`src/rtl/oam_dma_ctrl.sv`:
```
// OAM DMA controller: copies DMA_LEN bytes from a CPU-selected source page into OAM.
// It shares the single memory port with the CPU, which is stalled while the copy runs.
module oam_dma_ctrl #(
    parameter int          DMA_LEN  = 160,
    parameter logic [15:0] DST_BASE = 16'hFE00,
    parameter logic [15:0] REG_ADDR = 16'hFF46
) (
    input  logic        clk,
    input  logic        rst,
    input  logic        cpu_req,
    input  logic        cpu_we,
    input  logic [15:0] cpu_addr,
    input  logic [7:0]  cpu_wdata,
    output logic [7:0]  cpu_rdata,
    output logic        cpu_gnt,
    output logic        mem_wen,
    output logic [15:0] mem_r_addr,
    output logic [15:0] mem_w_addr,
    output logic [7:0]  mem_w_data,
    input  logic [7:0]  mem_r_data,
    output logic        dma_busy,
    output logic        dma_done
);

    typedef enum logic [1:0] {
        IDLE,
        START,
        XFER
    } state_t;

    localparam logic [7:0] LAST_IDX = 8'(DMA_LEN - 1);

    state_t     state_q;
    logic [7:0] page_q;
    logic [7:0] idx_q;
    logic [7:0] src_page;
    logic       reg_wr;

    // Pages E0..FF are the echo mirror of C0..DF.
    assign src_page = (page_q >= 8'hE0) ? (page_q - 8'h20) : page_q;
    assign reg_wr   = cpu_req & cpu_we & cpu_gnt & (cpu_addr == REG_ADDR);
    assign dma_busy = (state_q != IDLE);

    // NOTE: sequential state uses non-blocking assignments only, so every register
    // samples pre-edge values and the block order cannot change behaviour.
    always_ff @(posedge clk or posedge rst) begin
        if (rst) begin
            state_q  <= IDLE;
            page_q   <= 8'hFF;
            idx_q    <= 8'h00;
            dma_done <= 1'b0;
        end else begin
            dma_done <= 1'b0;
            case (state_q)
                IDLE, START: begin
                    if (reg_wr) begin
                        page_q  <= cpu_wdata;
                        idx_q   <= 8'h00;
                        state_q <= START;
                    end else if (state_q == START) begin
                        state_q <= XFER;
                    end
                end
                XFER: begin
                    if (idx_q == LAST_IDX) begin
                        idx_q    <= 8'h00;
                        state_q  <= IDLE;
                        dma_done <= 1'b1;
                    end else begin
                        idx_q <= idx_q + 8'h01;
                    end
                end
                default: state_q <= IDLE;
            endcase
        end
    end

    // NOTE: every output gets a default before any branch, which keeps this
    // block purely combinational and rules out inferred latches.
    always_comb begin
        cpu_gnt    = 1'b1;
        mem_r_addr = cpu_addr;
        mem_w_addr = cpu_addr;
        mem_w_data = cpu_wdata;
        mem_wen    = cpu_req & cpu_we & (cpu_addr != REG_ADDR);
        cpu_rdata  = (cpu_addr == REG_ADDR) ? page_q : mem_r_data;
        if (state_q == XFER) begin
            cpu_gnt    = 1'b0;
            mem_r_addr = {src_page, idx_q};
            mem_w_addr = DST_BASE + {8'h00, idx_q};
            mem_w_data = mem_r_data;
            mem_wen    = 1'b1;
            cpu_rdata  = 8'hFF;
        end
    end

endmodule
```
`config.mk`:
```
export PLATFORM = sky130hd
export DESIGN_NAME = oam_dma_ctrl
export DESIGN_NICKNAME = d
export VERILOG_FILES = /design/src/rtl/oam_dma_ctrl.sv
export SDC_FILE = /design/constraint.sdc
export NUM_CORES = 1
export LEC_CHECK = 0
export CAP_MARGIN = 10
export CORE_MARGIN = 2
export CORE_UTILIZATION = 35
export CTS_CLUSTER_SIZE = 14
export DETAILED_ROUTE_END_ITERATION = 8
export PLACE_DENSITY = 0.75
export SYNTH_ARGS = -nofsm -noshare
export SYNTH_HDL_FRONTEND = slang
export SYNTH_SLANG_ARGS = --single-unit
```
`constraint.sdc`:
```
create_clock -name clk -period 2.4 [get_ports clk]
set_clock_uncertainty 0.05 [all_clocks]
set_input_delay 0.48 -clock clk [delete_from_list [all_inputs] [get_ports clk]]
set_output_delay 0.48 -clock clk [all_outputs]
set_load 0.005 [all_outputs]
```
[Word level (Yosys, flattened, before mapping)]
Index checks and enable logic that the tools add are counted.
Operators by class
  equality and inequality tests: 8
  bitwise gates (word level): 4
  reductions and logical operators: 7
  multiplexer cells: 17
  add/subtract/negate cells: 3
  magnitude comparators: 1
Operator list (number)
  $mux 8: 6
  $mux 16: 2
  $eq 16x16->1 const B: 1
  $ne 16x16->1 const B: 1
  $pmux 8 s2: 1
  $add 10x9->11 const A: 1
  $add 8x1->8 const B: 1
  $eq 8x8->1 const B: 1
  $ge 8x8->1 const B: 1
  $sub 8x6->8 const B: 1
  $mux 2: 3
  $reduce_and 2->1: 3
  $and 1x1->1: 4
  $mux 1: 4
  $ne 2x2->1 const B: 2
  $pmux 2 s2: 1
  $reduce_bool 2->1: 2
  $ne 3x3->1 const B: 1
  $eq 2x1->1 const B: 1
  $eq 2x2->1 const B: 1
  $logic_not 2->1: 1
  $reduce_or 2->1: 1
Storage, ports and cells
  flip-flop bits (word level): 19
  word-level logic and storage cells: 44
  output and inout bits: 52

[Logic depth before layout (Yosys ltp)]
  word-level depth: 6
  mapped depth: 6
  depth with buffers taken out: 5

[Worst setup path after synthesis]
OpenSTA, ideal clock, no wires.
  path type: input to output
  start point: in cpu_addr[7]
  end point: out cpu_rdata[0]
  path buffers: 1
  path slack: 0.365 ns
  data required time: 1.870 ns
  cell stages on the path: 5
  arrival time: 1.505 ns
  cells stage by stage: nand4bb_1 -> nor4_1 -> buf_2 -> mux2i_1 -> nand2_1
On the way
  word-level cells in the longest chain between the ends: 3
RTL lines
  start: declaration: line 12  | input logic [15:0] cpu_addr,
  $eq 16x16->1: line 86  | cpu_rdata = (cpu_addr == REG_ADDR) ? page_q : mem_r_data;
  $mux 8: line 86
  $mux 8: line 87  | if (state_q == XFER) begin
  end: declaration: line 14  | output logic [7:0] cpu_rdata,
No other way between the ends.

[Final worst setup path]
  start point: in cpu_addr[7]
  end point: out cpu_rdata[7]
Same word-level chain as after synthesis.

==> results.yml <==
global_routing:
  overflow: 0
  grt_max_degree: 32
  grt_pass1_vias: 1677
  grt_pass1_wl_mm: 8.114
  grt_use_total_pct: 20.68
  antenna_found_initial: 0
cells_and_area:
  stdcell_area_um2: 2628
  syn_to_final_growth_pct: 73.70
  final_cell_mix: "80 x nand2_1, 53 x clkdlybuf4s50_1, 17 x buf_4"
  final_nets: 340
  finalNonFillerCells: 351
  final_util_pct: 64.30
  final_common_cell: "nand2_1"
  n_antenna_cell: 0
  drive_above_1_share_pct: 23.92
logic_synthesis:
  syn_area_um2: 1513
  yosysWarnings: 0
  syn_nets: 242
  synth_edf_count: 0
  ys.flop_type: "dfrtp_1"
  syn_avg_cell_area_um2: 7.415
  ys_ff_latch: 19
  ys_seq_area_share_pct: 32.09
  yosysUniqueCellTypes: 39
  async_flop_share_pct: 100.0
  synthCells: 204
critical_path:
  end_kind: "output pin"
  start_kind: "primary input"
  crit_fanout: 4
  worstReg2RegStart: "idx_q[0]"
  ff2ff_setup_slack_ns: 0.50
  ff2ff_path_depth: 5
  reg2reg_to: "idx_q[5]"
  arrival_ns: 1.81
  critPathRequiredTime_ns: 1.87
  crit_type: "primary input to output pin"
routing:
  drtIter0Drc: 66
  ant_nets: 0
  routedWlPerCell_um: 14.42
  routed_wl_mm: 5.060
  vias: 1756
  drc: 0
  drtPass1Iterations: 4
  viasPerCell: 5.003
pwr:
  leakage_nw: 1.299
  power_per_cell_area_nw_per_um2: 334.4
  peakVddDrop_mv: 0.2342
floorplanning:
  io-pin-count: 88
  die_y_um: 69.74
  dieArea_um2: 4864
  die_x_um: 69.74
  rows: 23
  coreArea_um2: 4086
  start_util_pct: 37.02
sta:
  hold_violations: 0
  rsz0062_at_grt: "true"
  setup_tns_ns: 0
  worst_pin_slew_ns: 0.7378
  period_share_pct: 97.71
  period_needed_ns: 2.345
  fmax_mhz: 426.4
  setup_viol: 0
  drv_slew: 0
  slew_headroom_pct: 50.76
hold_path:
  min_path_type: "flip-flop to flip-flop"
  hp-start: "idx_q[0]"
  worstHoldPathCells: 1
  worstHoldEndpoint: "idx_q[0]"
placed_design:
  io_buffers: 87
  place_congestion: 0.8395
  placed_cells: 337
  place_area_um2: 2486
  dp_hpwl_mm: 3.709
clocking:
  tritoncts: "done"
  hold_buffers: 0
  clock_latency_ns: 0.26
  h-tree-depth: 1
  clk_path_buf_depth: 2
  root_buffer: "clkbuf_8"
  clk_pin_slew_ns: 0.08
  cts.sinks: 19
  cts_buffers: 3
flow_run:
  maxCapViolCount: 0
outcome:
  status: "finished clean"
[cell families (layout without fill, tap and decap cells)]
| logic type | after synthesis | after routing | share of synthesized area, % |
|---|---|---|---|
| buffers and inverters | 26 | 123 | 9.015 |
| flip-flops | 19 | 19 | 32.09 |
| AO/OA/AOI/OAI | 19 | 19 | 8.023 |
| adder cells (fa/ha/maj) | 2 | 2 | 1.654 |
| AND/OR/NAND/NOR | 121 | 121 | 37.30 |
| multiplexers | 17 | 17 | 11.91 |
[worst max-delay path, stage by stage]
cell and delay, ns:
buf_4 0.13, nand4bb_4 0.23, nor4_4 0.32, buf_4 0.21
buf_6 0.10, mux2i_1 0.16, nand2_1 0.06, buf_2 0.12
[flip-flops by register name, indices dropped and copies added, names as in the netlist]
register	flops
state_q	2
page_q	8
dma_done	1
idx_q	8
[metrics by stage]
| stage | hold slack (ns) | power, mW | setup WS (ns) |
|---|---|---|---|
| 2_1_floorplan | 0.3752 | 0.4908 | 0.3650 |
| 6_report | 0.5439 | 0.8787 | 0.05505 |
| 3_5_place_dp | 0.5285 | 0.6592 | -0.5542 |
| 5_1_grt | 0.5774 | 0.9266 | -0.02121 |
| 4_1_cts | 0.5436 | 0.8886 | 0.001417 |
| 3_3_place_gp | 0.5210 | 0.6538 | -0.5543 |
[metal layers]
metal  up-vias  global-route usage (%)  wire length [um]
met5         -                       0                 0
met3        10                   3.779               315
li1        870                       -                 -
met1       808                   24.73              2070
met4         0                   10.04               138
met2        68                   35.58              2535
[cell usage after synthesis, types with 2 or more instances]
cell | count | area, um^2
clkbuf_1 | 9 | 33.78
o211ai_1 | 2 | 15.01
and3_1 | 2 | 12.51
nor2_1 | 3 | 11.26
nand2_1 | 80 | 300.3
o21ai_0 | 8 | 40.04
mux2i_1 | 9 | 90.09
nand3_1 | 9 | 45.04
nor3_1 | 2 | 10.01
dfrtp_1 | 11 | 275.3
nand2b_1 | 7 | 43.79
dfstp_2 | 8 | 210.2
inv_1 | 5 | 18.77
o22ai_1 | 2 | 12.51
buf_4 | 8 | 60.06
a21o_1 | 2 | 15.01
nand4bb_1 | 2 | 22.52
ha_1 | 2 | 25.02
nand4_1 | 3 | 18.77
and2_1 | 3 | 18.77
nor2b_1 | 3 | 18.77
mux2_2 | 7 | 78.83
[area by class of cell]
cell class                      instances  area, um^2
Clock inverter                          1       5.005
Multi-Input combinational cell        159       945.9
Inverter                                6       25.02
Timing Repair Buffer                  113        1062
Clock buffer                            3       41.29
Sequential cell                        19       485.5
Tap cell                               50       62.56
Fill cell                             365        1459
[power breakdown]
group | switching, mW | internal (mW) | total (mW)
Combinational | 0.0987 | 0.170 | 0.268
Clock | 0.114 | 0.115 | 0.229
Sequential | 0.0382 | 0.343 | 0.381
Total | 0.251 | 0.628 | 0.879
[worst max path at each step]
stage                            start            to  depth (start not counted)
after floorplan            cpu_addr[7]  cpu_rdata[0]                          5
after global routing       cpu_addr[0]  cpu_rdata[4]                          8
after detailed placement   cpu_addr[7]  cpu_rdata[6]                          7
final                      cpu_addr[7]  cpu_rdata[7]                          8
after global placement     cpu_addr[5]  cpu_rdata[6]                          7
after CTS                 cpu_addr[10]  cpu_rdata[7]                          8
[timing repair]
action                                  in CTS  in global routing
gates resized for setup                     63                 39
cloned                                       2                  0
endpoints found under the setup margin      21                 31
pin swaps                                    5                  5
setup buffers                                7                  1
Power figures use the tool's default switching activity.
